$ cat config.mk
export PLATFORM = sky130hd
export DESIGN_NAME = uart_rx_fifo_flat
export DESIGN_NICKNAME = d
export VERILOG_FILES = /design/src/rtl/uart_rx_fifo_if.sv /design/src/rtl/uart_rx_fifo.sv /design/src/flat_wrapper.sv
export SDC_FILE = /design/constraint.sdc
export NUM_CORES = 1
export LEC_CHECK = 0
export CORE_AREA = 10 10 166 106
export DETAILED_ROUTE_END_ITERATION = 10
export DIE_AREA = 0 0 176 116
export PLACE_DENSITY = 0.72
export RECOVER_POWER = 25
export REMOVE_ABC_BUFFERS = 1
export SLEW_MARGIN = 10
export SYNTH_ARGS = -nofsm -noshare
export SYNTH_HDL_FRONTEND = slang
export SYNTH_SLANG_ARGS = --single-unit
export TNS_END_PERCENT = 30
$ cat constraint.sdc
create_clock -name clk -period 7.1 [get_ports clk]
set_input_delay 0.71 -clock clk [delete_from_list [all_inputs] [get_ports clk]]
set_output_delay 0.71 -clock clk [all_outputs]
set_load 0.03 [all_outputs]
$ cat src/rtl/uart_rx_fifo_if.sv
// Signal bundle between uart_rx, the receive FIFO and the core's UART port.
// Valid/ready: a byte moves on rd_* only on a rising clk edge where rd_valid and rd_ready are both 1.
interface uart_rx_fifo_if #(
    parameter int DATA_WIDTH = 8,
    parameter int DEPTH_LOG2 = 4,
    parameter int ERR_CNT_W  = 8
);
    logic [DATA_WIDTH-1:0]  uart_rx_data;
    logic                   uart_rx_valid;
    logic                   uart_rx_err;
    logic [DATA_WIDTH-1:0]  rd_data;
    logic                   rd_valid;
    logic                   rd_ready;
    logic                   clr;
    logic [DEPTH_LOG2:0]    count;
    logic                   line_avail;
    logic                   overrun;
    logic [ERR_CNT_W-1:0]   err_cnt;

    modport master (
        output uart_rx_data, uart_rx_valid, uart_rx_err, rd_ready, clr,
        input  rd_data, rd_valid, count, line_avail, overrun, err_cnt
    );

    modport slave (
        input  uart_rx_data, uart_rx_valid, uart_rx_err, rd_ready, clr,
        output rd_data, rd_valid, count, line_avail, overrun, err_cnt
    );
endinterface

$ cat src/rtl/uart_rx_fifo.sv
// First-word-fall-through receive buffer behind uart_rx, with overrun,
// framing-error count and line-terminator tracking for line-oriented polling.
module uart_rx_fifo #(
    parameter int             DATA_WIDTH = 8,
    parameter int             DEPTH_LOG2 = 4,
    parameter logic [7:0]     EOL_CHAR   = 8'h0A,
    parameter int             ERR_CNT_W  = 8
) (
    input  logic              clk,
    input  logic              rst,
    uart_rx_fifo_if.slave     bus
);
    localparam int DEPTH = 2 ** DEPTH_LOG2;
    localparam int CW    = DEPTH_LOG2 + 1;

    logic [DATA_WIDTH-1:0] mem [DEPTH];
    logic [DEPTH_LOG2-1:0] wr_ptr;
    logic [DEPTH_LOG2-1:0] rd_ptr;
    logic [CW-1:0]         cnt;
    logic [CW-1:0]         eol_cnt;
    logic                  overrun_q;
    logic [ERR_CNT_W-1:0]  err_q;

    logic full;
    logic empty;
    logic push_req;
    logic push_acc;
    logic pop;
    logic eol_in;
    logic eol_out;
    logic [DATA_WIDTH-1:0] head;

    always_comb begin
        full     = (cnt == CW'(DEPTH));
        empty    = (cnt == '0);
        head     = mem[rd_ptr];
        push_req = bus.uart_rx_valid && !bus.uart_rx_err;
        pop      = !empty && bus.rd_ready;
        // When full, a simultaneous pop frees the slot the push lands in.
        push_acc = push_req && (!full || pop);
        eol_in   = push_acc && (bus.uart_rx_data == DATA_WIDTH'(EOL_CHAR));
        eol_out  = pop && (head == DATA_WIDTH'(EOL_CHAR));
    end

    always_ff @(posedge clk) begin
        if (!rst || bus.clr) begin
            wr_ptr    <= '0;
            rd_ptr    <= '0;
            cnt       <= '0;
            eol_cnt   <= '0;
            overrun_q <= 1'b0;
            err_q     <= '0;
        end else begin
            if (push_acc) wr_ptr <= wr_ptr + DEPTH_LOG2'(1);
            if (pop)      rd_ptr <= rd_ptr + DEPTH_LOG2'(1);
            cnt     <= cnt + CW'(push_acc) - CW'(pop);
            eol_cnt <= eol_cnt + CW'(eol_in) - CW'(eol_out);
            if (push_req && !push_acc) overrun_q <= 1'b1;
            if (bus.uart_rx_err && err_q != '1) err_q <= err_q + ERR_CNT_W'(1);
        end
    end

    // Storage carries no reset; entries are only observed through count.
    always_ff @(posedge clk) begin
        if (rst && !bus.clr && push_acc) mem[wr_ptr] <= bus.uart_rx_data;
    end

    assign bus.rd_data    = head;
    assign bus.rd_valid   = !empty;
    assign bus.count      = cnt;
    assign bus.line_avail = (eol_cnt != '0);
    assign bus.overrun    = overrun_q;
    assign bus.err_cnt    = err_q;
endmodule

$ cat src/flat_wrapper.sv
// flat-port wrapper written by rule: the top's interface ports become plain ports
module uart_rx_fifo_flat 
#(
    parameter int             DATA_WIDTH = 8,
    parameter int             DEPTH_LOG2 = 4,
    parameter logic [7:0]     EOL_CHAR   = 8'h0A,
    parameter int             ERR_CNT_W  = 8
)
  (clk, rst, bus_uart_rx_data, bus_uart_rx_valid, bus_uart_rx_err, bus_rd_ready, bus_clr, bus_rd_data, bus_rd_valid, bus_count, bus_line_avail, bus_overrun, bus_err_cnt);
  uart_rx_fifo_if #(.DATA_WIDTH(DATA_WIDTH), .DEPTH_LOG2(DEPTH_LOG2), .ERR_CNT_W(ERR_CNT_W)) bus_i ();
  input  logic clk;
  input  logic rst;
  input wire logic [$bits(bus_i.uart_rx_data)-1:0] bus_uart_rx_data;
  input wire logic [$bits(bus_i.uart_rx_valid)-1:0] bus_uart_rx_valid;
  input wire logic [$bits(bus_i.uart_rx_err)-1:0] bus_uart_rx_err;
  input wire logic [$bits(bus_i.rd_ready)-1:0] bus_rd_ready;
  input wire logic [$bits(bus_i.clr)-1:0] bus_clr;
  output wire logic [$bits(bus_i.rd_data)-1:0] bus_rd_data;
  output wire logic [$bits(bus_i.rd_valid)-1:0] bus_rd_valid;
  output wire logic [$bits(bus_i.count)-1:0] bus_count;
  output wire logic [$bits(bus_i.line_avail)-1:0] bus_line_avail;
  output wire logic [$bits(bus_i.overrun)-1:0] bus_overrun;
  output wire logic [$bits(bus_i.err_cnt)-1:0] bus_err_cnt;
  assign bus_i.uart_rx_data = bus_uart_rx_data;
  assign bus_i.uart_rx_valid = bus_uart_rx_valid;
  assign bus_i.uart_rx_err = bus_uart_rx_err;
  assign bus_i.rd_ready = bus_rd_ready;
  assign bus_i.clr = bus_clr;
  assign bus_rd_data = bus_i.rd_data;
  assign bus_rd_valid = bus_i.rd_valid;
  assign bus_count = bus_i.count;
  assign bus_line_avail = bus_i.line_avail;
  assign bus_overrun = bus_i.overrun;
  assign bus_err_cnt = bus_i.err_cnt;
  uart_rx_fifo #(.DATA_WIDTH(DATA_WIDTH), .DEPTH_LOG2(DEPTH_LOG2), .EOL_CHAR(EOL_CHAR), .ERR_CNT_W(ERR_CNT_W)) u_core (.clk(clk), .rst(rst), .bus(bus_i));
endmodule
**Word-level counts from Yosys, hierarchy flattened**

Memories as Yosys holds them, arrays and structs flattened. A register that Yosys moved wholly into a read port is not among the register bits.
Index checks and enable logic that the tools add are counted.

- $add $sub $neg: 7
- Equal/unequal tests: 4
- Multiplexer cells: 4
- Reduce and logical (&&, ||, !) cells: 19

Operators by type and width:

| kind | number |
|---|---|
| 8-bit by 4-bit == test with 1-bit output, second input constant | 2 |
| 5-bit by 1-bit adder with 5-bit output | 2 |
| 5-bit by 1-bit subtractor with 5-bit output | 2 |
| 1-bit logical AND | 9 |
| 4-bit by 1-bit adder with 4-bit output, second input constant | 2 |
| 8-bit by 1-bit adder with 8-bit output, second input constant | 1 |
| 4-bit two-way mux | 2 |
| 8-bit != test, second input constant | 1 |
| 1-bit logical NOT | 6 |
| 5-bit == test, second input constant | 1 |
| 5-bit logical NOT | 1 |
| 5-bit nonzero test | 1 |
| 1-bit logical OR | 2 |
| 1-bit two-way mux | 2 |

- Input port bits: 14
- Memories kept: 1
- Logic and storage cells: 41
- Memory bits (writable): 128
- Bits in registers: 27

Memory list:

| name | words | bits a word | rd ports | clocked after Yosys merged registers in | write ports | line | text |
|---|---|---|---|---|---|---|---|
| u_core.mem | 16 | 8 | 1 | 1 | 1 | uart_rx_fifo.sv:16 | `logic [DATA_WIDTH-1:0] mem [DEPTH];` |

**Depth between registers and ports, before layout**

- Word-level depth: 8
- Mapped depth: 17
- Gate-level depth less buffers: 17

**Least setup slack after synthesis**

OpenSTA, ideal clock, no wires.

- Path kind: reg2reg
- From: register with a tool-made name
- To: register u_core.eol_cnt[4]
- Cell stages (with the launch flop): 18
- Buffers on the path: 2
- Slack: 3.337 ns
- Arrival: 3.639 ns
- Library setup time: 0.123 ns
- Data required time: 6.977 ns
- Clock period less this slack: 3.763 ns
- Path through: dfxtp_1 clkbuf_1 buf_1 mux4_2 a22oi_1 nand3_1 or4_1 nor3_2 ha_1 inv_1 ha_1 inv_1 fa_1 inv_1 a21oi_1 nor2_1 or3_1 a21oi_1

RTL lines:

| what | line | text |
|---|---|---|
| end signal: assignment | uart_rx_fifo.sv:57 | `eol_cnt <= eol_cnt + CW'(eol_in) - CW'(eol_out);` |
| end: declaration | uart_rx_fifo.sv:20 | `logic [CW-1:0] eol_cnt;` |

==> results.md <==
* Result of the run: completed
* # diodes at 0
* Input/output buffers at 37
* Synthesized netlist cell count at 395
* Pwr/cell area at 292 nW/µm²
* Tmin final at 4.38 ns
* Synthesis-stage register bit count at 159
* Count of synthesis-stage warnings from yosys at 0
* Detail-routed via count per cell at 5.52
* Total Routed Length at 13.9 mm
* Power after layout at 2.22 mW
* Number of unique standard cell types used by synthesis at 41
* Worst setup skew after layout at 0.00702 ns
* Worst Setup Slack post-DPL at 2.69 ns
* Placed instance area at 7060 µm²
* Required time of the critical path at 7.36 ns
* Leakage Power at 2.48 nW
* Horizontal die dimension at 176 µm
* Post-route worst setup slack at 2.72 ns
* Clock Sink Count at 159
* Master of the slowest instance on the critical path: dfxtp_2
* Final layout net count at 474
* Final instance count without filler cells at 651
* Arrival time of the worst setup path at 4.64 ns
* Final ANT Viol Nets at 0
* Final weighted congestion of routability-driven global placement at 0.832
* Total gr overflow at 0
* Unrepaired setup endpoints after global routing: false
* Post-DR wirelength/cell at 21.3 µm
* Number of setup buffers added after CTS at 0
* Clock slew at reported path FFs at 0.07 ns
* Async SR Flop Fraction at 0%
* Portion of the post-synthesis area used by sequential elements at 69.0%
* Post-synthesis instance area at 6470 µm²
* CP Launch Type: register
* CTS H-tree lvls at 4
* Largest net degree at the start of global routing at 30
* Post-layout util at 52.9%
* Layout cell share with drive strength beyond 1 at 15.2%
* MaxCap Viol Count at 0
* Critical path fanouts, max at 29
* Vias after detailed routing at 3595
* Number of enable-type register cells in the synthesized netlist at 128
* Cells traversed along the worst timing path: mux4_2 -> a22oi_1 -> nand3_1 -> or4_1 -> nor3_2 -> ha_1 -> inv_1 -> ha_1 -> inv_1 -> fa_1 -> inv_1 -> a21oi_1 -> nor2_1 -> or3_1 -> a21oi_1
* Final-report hold violation count at 0
* Total iterations of the first detailed-routing run at 5
* I/O pins at 38
* Buffer type at the clock tree root: clkbuf_16
* Critical path endpoint category: register
* Gates resized, CTS repair at 0
* Worst min-delay path category: reg2reg
* Number of buffers created by CTS at 17
* Drt initial violations at 474
* Peak Freq at 228 MHz
* Maximum buffer depth of the clock tree at 2
* Post-detailed-placement half-perimeter wirelength at 9.14 mm
* Number of antenna violations at the first check in global routing at 0
* Global-route wire length before repair at 21.2 mm
* Tightest hold margin at 0.493 ns
* Flip-flop cell with the highest count after synthesis: edfxtp_1
* Num rows at 34
* Setup Crit Path Kind: reg2reg
* Starting density of the core at 45.0%
* Actual slew at the worst max-slew pin at 1.15 ns
* Clock tree from TritonCTS: done
* Setup-failing EPs final at 0
* Total non-filler cell area in the finished layout at 7610 µm²
* Layout overhead on the synthesized area at 17.6%
* Overall die height at 116 µm
* Slew headroom at 22.8%
* Tcrit/Tclk final at 61.7%
* Combined global-route utilization of all metal layers at 14.0%
* Placeable core region at 14400 µm²
* Hold Buf Count CTS at 0
* Number of max-slew violations in the final report at 0
* Via count of the first global-routing pass at 3540
* Most repeated library cell on the critical path: inv_1
* DP Cell Count at 619
* Remaining DRCs at 0
* Mean area per synthesized cell at 16.4 µm²
* VDD IR-drop max at 159 µV
* Insertion delay to the later sink of the worst-skew pair at 0.42 ns
* Maximum cell stage delay along the critical path at 1.03 ns
* Final total negative setup slack at 0 ns
* DIE AREA at 20400 µm²
[layout by cell type, fill, tap and decap left out, types with 5 or more instances in the layout]
cell               n
a21oi_1            9
clkbuf_16         17
ha_1              18
dfxtp_1           30
edfxtp_1         128
mux4_2            29
xnor2_1            7
inv_1             18
o22ai_1            6
nand3_1           13
nor2_1            43
nand4_1            6
nand2_1           14
xor2_1            12
nand2b_1           5
dlygate4sd3_1      5
clkdlybuf4s50_1   32
[power by group]
| group | total, mW | switching (mW) | internal [mW] |
|---|---|---|---|
| logic | 0.325 | 0.171 | 0.154 |
| registers | 1.05 | 0.0298 | 1.02 |
| clock network | 0.848 | 0.389 | 0.459 |
[cell type report]
cell class              instances  area [µm²]
well taps                     198         248
repair buffers                 41         397
clock buffers                  18         429
clock inverters                14         125
flip-flops and latches        159        4470
fillers                      1148        6770
inverters                      18        67.6
multi-input cells             203        1870
[critical path: cells and delay by family (launching register included)]
kind / cells / cell delay, ns
and+or+nand+nor: 5 / 1.13
AOI/OAI and AO/OA: 3 / 0.47
muxes: 1 / 0.62
adders and majority gates: 3 / 0.75
buffers and inverters: 3 / 0.21
DFF: 1 / 1.03
[layer usage]
layer | vias to the layer above | wire [µm] | global-route usage (%)
met4 | 0 | 125 | 3.99
met1 | 1821 | 6000 | 18.9
met2 | 158 | 6120 | 20.3
li1 | 1600 | - | -
met5 | - | 0 | 0
met3 | 16 | 1650 | 5.85
[final timing paths]
check	slack (ns)	endpoint	cells after the start	from
worst min register to register	0.49	u_core.bus.overrun$_SDFFE_PP0P_	2	u_core.bus.overrun$_SDFFE_PP0P_
worst max register to register	2.72	u_core.eol_cnt[4]$_SDFF_PP0_	15	register
worst max-delay path	2.72	u_core.eol_cnt[4]$_SDFF_PP0_	15	register
worst min-delay path	0.49	u_core.bus.overrun$_SDFFE_PP0P_	2	u_core.bus.overrun$_SDFFE_PP0P_
[synthesized netlist by cell type, types with 2 or more instances]
master | count | area (µm²)
edfxtp_1 | 128 | 3840
nor2_1 | 43 | 161
dfxtp_1 | 31 | 621
mux4_2 | 29 | 653
ha_1 | 18 | 225
inv_1 | 18 | 67.6
nand2_1 | 14 | 52.6
nand3_1 | 13 | 65.1
xor2_1 | 12 | 105
a21oi_1 | 9 | 45.0
clkbuf_1 | 8 | 30.0
xnor2_1 | 7 | 61.3
nand4_1 | 6 | 37.5
o22ai_1 | 6 | 37.5
nand2b_1 | 5 | 31.3
a22oi_1 | 4 | 30.0
and3_1 | 4 | 25.0
mux4_1 | 4 | 105
nor3_1 | 4 | 20.0
and2_1 | 3 | 18.8
a21o_1 | 2 | 15.0
buf_1 | 2 | 7.51
buf_2 | 2 | 10.0
buf_4 | 2 | 15.0
fa_1 | 2 | 40.0
nor2b_1 | 2 | 12.5
o21ai_0 | 2 | 10.0
or4_1 | 2 | 15.0
[logic make-up (layout without fill, tap and decap cells)]
family,count (synthesis),after routing,share of synthesized area (%)
DFF,159,159,69.0
and+or+nand+nor,105,105,7.91
muxes,34,34,11.9
buffers and inverters,33,91,2.19
AOI/OAI and AO/OA,25,25,2.36
adders and majority gates,20,20,4.10
xor gates and xnor gates,19,19,2.57
[flip-flops by register name (all words and copies together), names as in the netlist, named ones only]
signal              cells
u_core.rd_ptr           4
u_core.mem            128
u_core.bus.overrun      1
u_core.wr_ptr           4
u_core.bus.err_cnt      8
u_core.eol_cnt          5
u_core.bus.count        5
Power figures use the tool's default switching activity.
